### src/rtl/hqm_rcfwl_gclk_pccdu_dop_seq_pkg.sv
// Shared types and defaults for the pccdu DOP sequencer.
package hqm_rcfwl_gclk_pccdu_dop_seq_pkg;

  typedef enum logic [1:0] {INIT, SYNC, RUN, REALIGN} dop_seq_state_t;

  // 36 = LCM(1,2,3,4,9,12), so every supported divisor lines up on each sync.
  localparam int DEFAULT_SYNC_PERIOD = 36;

endpackage

### src/rtl/hqm_rcfwl_gclk_pccdu_dop_seq_settle.sv
// Per-DOP settle counter and ack flop: the ack follows the applied enable
// SETTLE_CYC cycles after a sync boundary that changed (or re-hit) it.
module hqm_rcfwl_gclk_pccdu_dop_seq_settle
  import hqm_rcfwl_gclk_pccdu_dop_seq_pkg::*;
#(
  parameter int SETTLE_CYC = 2
) (
  input  logic clk_i,
  input  logic rst_i,
  input  logic boundary_i,
  input  logic change_i,
  input  logic en_i,
  output logic ack_o
);

  logic [3:0] cnt_q, cnt_d;
  logic       ack_q, ack_d;

  always_ff @(posedge clk_i or posedge rst_i) begin
    if (rst_i) begin
      cnt_q <= '0;
      ack_q <= 1'b0;
    end else begin
      cnt_q <= cnt_d;
      ack_q <= ack_d;
    end
  end

  // A boundary during a running settle restarts it; the ack holds until completion.
  always_comb begin
    cnt_d = cnt_q;
    ack_d = ack_q;
    if (boundary_i && (change_i || (cnt_q != 4'd0))) begin
      cnt_d = 4'(SETTLE_CYC);
    end else if (cnt_q == 4'd1) begin
      cnt_d = 4'd0;
      ack_d = en_i;
    end else if (cnt_q != 4'd0) begin
      cnt_d = cnt_q - 4'd1;
    end
  end

  assign ack_o = ack_q;

endmodule

### src/rtl/hqm_rcfwl_gclk_pccdu_dop_seq.sv
// Sequencer for a bank of pccdu DOP drivers: common divider-sync pulse,
// boundary-aligned clock-enable scheduling and req/ack handshake.
module hqm_rcfwl_gclk_pccdu_dop_seq
  import hqm_rcfwl_gclk_pccdu_dop_seq_pkg::*;
#(
  parameter int NUM_DOP     = 4,
  parameter int SYNC_PERIOD = DEFAULT_SYNC_PERIOD,
  parameter int INIT_CYC    = 8,
  parameter int SETTLE_CYC  = 2,
  parameter int CNT_W       = $clog2(SYNC_PERIOD)
) (
  input  logic               fdop_preclk_grid,
  input  logic               fdop_rst,
  input  logic               fsync_ext_req,
  input  logic [NUM_DOP-1:0] fdop_clken_req,
  input  logic               fscan_clken_ovr,
  output logic               adop_div_sync,
  output logic [NUM_DOP-1:0] adop_clken,
  output logic [NUM_DOP-1:0] adop_clken_ack,
  output logic               adop_sync_locked,
  output logic [CNT_W-1:0]   adop_phase
);

  localparam logic [CNT_W-1:0] PHASE_LAST = CNT_W'(SYNC_PERIOD - 1);
  localparam logic [7:0]       INIT_LAST  = 8'(INIT_CYC - 1);

  dop_seq_state_t     state_q, state_d;
  logic [7:0]         init_cnt_q, init_cnt_d;
  logic [CNT_W-1:0]   phase_q, phase_d;
  logic               wrap_q, wrap_d;
  logic               locked_q, locked_d;
  logic               div_sync;
  logic               at_last;
  logic [NUM_DOP-1:0] en_q, en_d, en_change;

  assign at_last = (phase_q == PHASE_LAST);

  always_ff @(posedge fdop_preclk_grid or posedge fdop_rst) begin
    if (fdop_rst) begin
      state_q    <= INIT;
      init_cnt_q <= '0;
      phase_q    <= '0;
      wrap_q     <= 1'b0;
      locked_q   <= 1'b0;
      en_q       <= '0;
    end else begin
      state_q    <= state_d;
      init_cnt_q <= init_cnt_d;
      phase_q    <= phase_d;
      wrap_q     <= wrap_d;
      locked_q   <= locked_d;
      en_q       <= en_d;
    end
  end

  // Requests landing on a pulse cycle or on the wrap-deciding cycle are absorbed.
  always_comb begin
    state_d = state_q;
    case (state_q)
      INIT:    if (init_cnt_q == INIT_LAST) state_d = SYNC;
      SYNC:    state_d = RUN;
      RUN:     if (fsync_ext_req && !wrap_q && !at_last) state_d = REALIGN;
      REALIGN: state_d = SYNC;
      default: state_d = INIT;
    endcase
  end

  // Phase reads 0 on every pulse cycle, so pulses are exactly SYNC_PERIOD apart.
  always_comb begin
    init_cnt_d = init_cnt_q;
    phase_d    = phase_q;
    wrap_d     = 1'b0;
    locked_d   = locked_q;
    div_sync   = wrap_q;
    case (state_q)
      INIT: begin
        init_cnt_d = (init_cnt_q == INIT_LAST) ? 8'd0 : init_cnt_q + 8'd1;
      end
      SYNC: begin
        div_sync = 1'b1;
        locked_d = 1'b1;
        phase_d  = CNT_W'(1);
      end
      RUN: begin
        if (at_last) begin
          phase_d = '0;
          wrap_d  = 1'b1;
        end else begin
          phase_d = phase_q + CNT_W'(1);
        end
      end
      REALIGN: begin
        phase_d = '0;
      end
      default: ;
    endcase
  end

  assign en_change = fdop_clken_req ^ en_q;
  assign en_d      = div_sync ? fdop_clken_req : en_q;

  for (genvar g = 0; g < NUM_DOP; g++) begin : g_settle
    hqm_rcfwl_gclk_pccdu_dop_seq_settle #(
      .SETTLE_CYC (SETTLE_CYC)
    ) u_settle (
      .clk_i      (fdop_preclk_grid),
      .rst_i      (fdop_rst),
      .boundary_i (div_sync),
      .change_i   (en_change[g]),
      .en_i       (en_q[g]),
      .ack_o      (adop_clken_ack[g])
    );
  end

  assign adop_div_sync    = div_sync;
  assign adop_clken       = en_q | {NUM_DOP{fscan_clken_ovr}};
  assign adop_sync_locked = locked_q;
  assign adop_phase       = locked_q ? phase_q : '0;

endmodule

### config.mk
export PLATFORM = sky130hd
export DESIGN_NAME = hqm_rcfwl_gclk_pccdu_dop_seq
export DESIGN_NICKNAME = d
export VERILOG_FILES = /design/src/rtl/hqm_rcfwl_gclk_pccdu_dop_seq_pkg.sv /design/src/rtl/hqm_rcfwl_gclk_pccdu_dop_seq_settle.sv /design/src/rtl/hqm_rcfwl_gclk_pccdu_dop_seq.sv
export SDC_FILE = /design/constraint.sdc
export NUM_CORES = 1
export LEC_CHECK = 0
export ABC_AREA = 0
export ABC_CLOCK_PERIOD_IN_PS = 3400
export BUFFER_PORTS_ARGS = -buffer_cell sky130_fd_sc_hd__buf_2
export CAP_MARGIN = 20
export CORE_UTILIZATION = 63
export DETAILED_ROUTE_END_ITERATION = 6
export PLACE_DENSITY_LB_ADDON = 0.08
export SLEW_MARGIN = 20
export SYNTH_ARGS = -nofsm -noshare
export SYNTH_HDL_FRONTEND = slang
export SYNTH_SLANG_ARGS = --single-unit
### constraint.sdc
create_clock -name fdop_preclk_grid -period 3.4 [get_ports fdop_preclk_grid]
set_clock_uncertainty 0.2 [all_clocks]
set_input_delay 0.17 -clock fdop_preclk_grid [delete_from_list [all_inputs] [get_ports fdop_preclk_grid]]
set_output_delay 0.17 -clock fdop_preclk_grid [all_outputs]
set_load 0.01 [all_outputs]
== Word-level counts from Yosys, hierarchy flattened ==
Index checks and enable logic that the tools add are counted.

* Bits of input ports: 8
* Bits in read-only memories: 0
* Output and inout port bits: 16
* Latch bits: 0
* RAM bits: 0
* Memories kept: 0
* Logic and storage cells: 86
* Register bits after elaboration: 42

* Eq/ne operators: 11
* $add $sub $neg: 6
* Divide/modulo/power cells: 0
* Shifts and indexed selects: 0
* Muxes and demuxes: 22
* Reductions and logical operators: 27
* Multipliers: 0
* Magnitude comparators: 0
* Bitwise gates (word level): 6

{| class="wikitable"
|+ Operators with widths
! cell !! count
|-
| two-way mux 4 bit || 12
|-
| case mux 6 bit (3 select lines) || 1
|-
| == test 4 x 1 -> 1 bit, second input constant || 4
|-
| nonzero test 4 bit || 4
|-
| subtractor 4 x 1 -> 4 bit, second input constant || 4
|-
| nonzero test 3 bit || 5
|-
| two-way mux 6 bit || 2
|-
| AND reduction 2 bit || 5
|-
| adder 8 x 1 -> 8 bit, second input constant || 1
|-
| == test 8 x 3 -> 1 bit, second input constant || 1
|-
| two-way mux 8 bit || 1
|-
| case mux 2 bit (4 select lines) || 1
|-
| adder 6 x 1 -> 6 bit, second input constant || 1
|-
| == test 6 bit, second input constant || 1
|-
| logical AND 1 bit || 6
|-
| == test 2 bit, second input constant || 2
|-
| logical OR 1 bit || 4
|-
| two-way mux 2 bit || 2
|-
| inequality test 2 bit, second input constant || 2
|-
| inverter 1 bit || 4
|-
| OR 4 bit || 1
|-
| bitwise XOR 4 bit || 1
|-
| two-way mux 1 bit || 3
|-
| == test 2 x 1 -> 1 bit, second input constant || 1
|-
| 2 further kinds || 3
|}

== Logic depth before layout (Yosys ltp) ==
* Depth after elaboration: 5
* Depth in mapped cells: 8
* Depth with buffers taken out: 7

== Modules after synthesis ==
From an unflattened synthesis, not the netlist that was laid out.

* Cells, all modules: 245
* Area, all modules: 2453.6 µm²

{| class="wikitable"
|+ Modules (own cells, without submodules)
! module !! seq. area each (µm²) !! area an instance (µm²) !! times used !! cells each
|-
| hqm_rcfwl_gclk_pccdu_dop_seq_settle || 125.1 || 322.8 || 4 || 35
|-
| hqm_rcfwl_gclk_pccdu_dop_seq || 550.5 || 1162.4 || 1 || 105
|}

== Worst setup path after synthesis ==
Ideal clock, no wire load.

* Path type: register -> register
* Start: register state_q[1]
* End: register g_settle[3].u_settle.ack_q
* Path slack: 1356 ps
* Period minus slack after synthesis: 2044 ps
* Data required time: 3073 ps
* Buffers on the path: 1
* Cell stages (with the launch flop): 9
* Setup time: 127 ps
* Data arrival time: 1716 ps
* Path through: dfrtp_1 > inv_1 > ha_1 > nor2_2 > inv_2 > clkbuf_1 > o21ai_1 > nand3_1 > mux2_1

* Word-level cells in the longest chain between the ends: 5

{| class="wikitable"
|+ RTL lines
! what !! line !! text
|-
| start, declared || hqm_rcfwl_gclk_pccdu_dop_seq.sv:27 || <nowiki>dop_seq_state_t state_q, state_d;</nowiki>
|-
| start signal, assigned || hqm_rcfwl_gclk_pccdu_dop_seq.sv:47 || <nowiki>state_q <= state_d;</nowiki>
|-
| == test 2 x 1 -> 1 bit || hqm_rcfwl_gclk_pccdu_dop_seq.sv:75 || <nowiki>case (state_q)</nowiki>
|-
| two-way mux 1 bit || hqm_rcfwl_gclk_pccdu_dop_seq.sv:75 ||
|-
| via adop_div_sync || hqm_rcfwl_gclk_pccdu_dop_seq.sv:17 || <nowiki>output logic adop_div_sync,</nowiki>
|-
| logical AND 1 bit || hqm_rcfwl_gclk_pccdu_dop_seq_settle.sv:33 || <nowiki>if (boundary_i && (change_i || (cnt_q != 4'd0))) begin</nowiki>
|-
| inverter 1 bit (no source line) || n/a ||
|-
| AND reduction 2 bit (no source line) || n/a ||
|-
| end signal, assigned || hqm_rcfwl_gclk_pccdu_dop_seq_settle.sv:25 || <nowiki>ack_q <= ack_d;</nowiki>
|-
| end, declared || hqm_rcfwl_gclk_pccdu_dop_seq_settle.sv:17 || <nowiki>logic ack_q, ack_d;</nowiki>
|}

The timed path passes the listed nets, and every way through them passes these cells.
A chain may end at the register's enable or synchronous reset.

== Worst setup path in the final report ==
* Start: register state_q[0]
* End: register state_q[1]

* Word-level cells in the longest chain between the ends: 3
* Elaborated cells between the ends (all ways): 8
* Classes of those cells: 5 x eq/ne; 1 x mux; 2 x reduce/logical

{| class="wikitable"
|+ RTL lines
! what !! line !! text
|-
| == test 2 bit / logical NOT 2 bit (equally long branches) || hqm_rcfwl_gclk_pccdu_dop_seq.sv:59 || <nowiki>case (state_q)</nowiki>
|-
| inequality test 2 bit (no source line) || n/a ||
|-
| AND reduction 2 bit (no source line) || n/a ||
|}

Several ways; a longest one is shown, not always the timed one.

==> reports/qor.yml <==
critical_path:
  crit_end: "state_q[1]"
  critPathCaptureType: "register"
  cp_max_fo: 12
  worstPathArrival_ps: 2240
  r2r-end: "state_q[1]"
  r2r_slack_ps: 1140
  worstSetupStartpoint: "state_q[0]"
  r2r-start: "state_q[0]"
  cp.required_ps: 3390
  r2r_cells: 6
  cp-start-kind: "register"
  crit_type: "register to register"
sta:
  fmax_ghz: 0.443
  tns_ps: 0
  finalHoldViolCount: 0
  fin_crit_ps: 2260
  drv_slew: 0
  max_slew_margin: 0.485
  rsz0062_at_grt: "false"
  setup_violations: 0
  worstMarginPinSlew_ps: 770
  fin_crit_sh: 0.664
cells_and_area:
  final_cells: 318
  antennaDiodeCount: 0
  synthToLayoutAreaGrowth_pct: 14.1
  post-route-util: 0.772
  drive_gt1_frac: 0.162
  nets: 298
synthesis:
  yosys_warnings: 0
  synthFlopType: "dfrtp_1"
  synth.yosys.seq_area_share: 0.451
  synth_top_area_cell: "dfrtp_1"
  syn_inst: 243
  avgSynthCellArea_um2: 9.59
  synth_commonest_cells: "42 x dfrtp_1, 35 x nand2_1, 19 x ha_1"
  ys_top_cells_by_area: "dfrtp_1 45%, ha_1 10%, nand2_1 5.6%, xnor2_1 3.4%, nor2_1 2.9%"
  synth_edf_count: 0
  yosysMostFrequentCell: "dfrtp_1"
  ys_seq_elements: 42
  synth_top_area_frac: 0.451
  ys_types: 40
  synthesis.area_mm2: 0.00233
  synthArstFlopShare: 1.00
  synth_nets: 270
routing:
  drtAntennaViolNets: 0
  detail_route.wl_per_cell_um: 13.1
  drtIter0Drc: 173
  drt-total-wl_um: 4170
  route.detailed.drc: 0
  drtPass1Iterations: 4
  via_per_inst: 5.48
  vias: 1744
power_and_ir_drop:
  power_density_mw_per_mm2: 888
  power_mw: 2.36
  max-vdd-ir-drop_mv: 0.460
  p_leak_nw: 1.30
floorplan:
  die_h_um: 62.8
  die_w_um: 62.8
  initial_core_util: 0.677
  core_mm2: 0.00344
  fp.dieArea_mm2: 0.00395
  rows: 21
  io-pin-count: 24
cts:
  cts_buffers: 5
  cts_resized: 0
  clk_path_buf_depth: 2
  clk_pin_slew_ps: 80
  cts_tree: "done"
  cts_sinks: 42
  htree_levels: 2
  clk_latency_ps: 300
  root_buffer: "clkbuf_8"
global_route:
  antenna_found_initial: 0
  grt_pass1_wl_um: 7320
  grt_use_total: 0.240
  overflow: 0
  grt_pass1_vias: 1667
  grt_max_degree: 43
place:
  routabilityCongestion: 0.781
  dp_cells: 305
  portBuffers: 23
  dp_hpwl_um: 2870
flow_run:
  drv_cap: 0
run_status:
  status: "finished clean"
min_path:
  hold_class: "input pin to register"
  hold_path_startpoint: "fsync_ext_req"
[cells in the final DEF (no fill, tap or decap), types with 2 or more instances in the layout]
| cell type | n |
|---|---|
| a21o_1 | 3 |
| a21oi_1 | 10 |
| a41oi_1 | 2 |
| and2_1 | 6 |
| buf_2 | 23 |
| bufinv_16 | 2 |
| clkbuf_8 | 6 |
| dfrtp_1 | 42 |
| dlygate4sd3_1 | 5 |
| ha_1 | 19 |
| inv_1 | 15 |
| inv_2 | 2 |
| mux2_1 | 4 |
| nand2_1 | 35 |
| nand2b_1 | 3 |
| nand3_1 | 5 |
| nand4_1 | 2 |
| nor2_1 | 18 |
| nor3_1 | 4 |
| nor3b_1 | 2 |
| nor4_1 | 3 |
| o211ai_1 | 2 |
| o21ai_0 | 4 |
| o21ai_1 | 9 |
| o31ai_1 | 4 |
| or2_2 | 5 |
| or3_1 | 5 |
| or3b_1 | 3 |
| xnor2_1 | 9 |
| xor2_1 | 7 |
[worst min-delay path by stage]
stage	to	slack, ps	cells past startpoint
final	state_q[0]	160	4
after detailed placement	init_cnt_q[3]	120	3
after global routing	state_q[0]	190	4
after floorplan	en_q[0]	80	2
after CTS	state_q[0]	150	4
after global placement	init_cnt_q[4]	120	3
[metal layers]
layer  part of all wire  global-route usage  vias up
met3              0.035              0.0566       11
li1                   -                   -      874
met1               0.47               0.289      820
met5                  0                   0        -
met4              0.022               0.108        0
met2               0.48               0.405       39
[final cells by class]
cell class / count / area [um2]
multi-input combinational: 176 / 1170
fill: 240 / 783
timing repair buffer: 29 / 173
inverter: 17 / 63.8
tap: 46 / 57.6
clock buffer: 6 / 82.6
sequential: 42 / 1050
clock inverter: 2 / 60.1
[sequential cells by signal, indices dropped and copies added (netlist names)]
| register | count |
|---|---|
| state_q | 2 |
| phase_q | 6 |
| adop_sync_locked | 1 |
| g_settle.u_settle.cnt_q | 16 |
| wrap_q | 1 |
| init_cnt_q | 8 |
| g_settle.u_settle.ack_o | 4 |
| en_q | 4 |
[stage by stage]
stage	worst slack, ps	instance area (um2)	hold WS [ps]
detailed placement	1170	2470	122
finish	1140	2660	156
global route	990	2660	191
CTS	1150	2660	146
global placement	1240	2470	118
floorplan	1360	2330	82.6
[power by group]
part	switching [mW]	internal (mW)	total, mW
logic	0.559	0.452	1.01
clock network	0.172	0.313	0.485
registers	0.182	0.683	0.865
[logic make-up (layout without fill, tap and decap cells)]
logic type	after synthesis	after routing	share of synthesized area
buffers and inverters	25	54	0.0467
AND/OR/NAND/NOR	97	97	0.209
adder cells (fa/ha/maj)	19	19	0.102
XOR/XNOR	16	16	0.0601
multiplexers	7	7	0.0349
AO/OA/AOI/OAI	37	37	0.0961
flip-flops	42	42	0.451
[timing repair]
action	CTS	global route
hold buffers	5	0
setup buffers	0	0
setup endpoints to repair	0	0
hold endpoints to repair	47	0
[critical path, cell delays in order, from the launching register on]
cell and delay [ps]:
dfrtp_1 420, inv_1 120, ha_1 410, inv_1 180, a41oi_1 330, or3_4 210
mux2_4 290
Power figures use the tool's default switching activity.
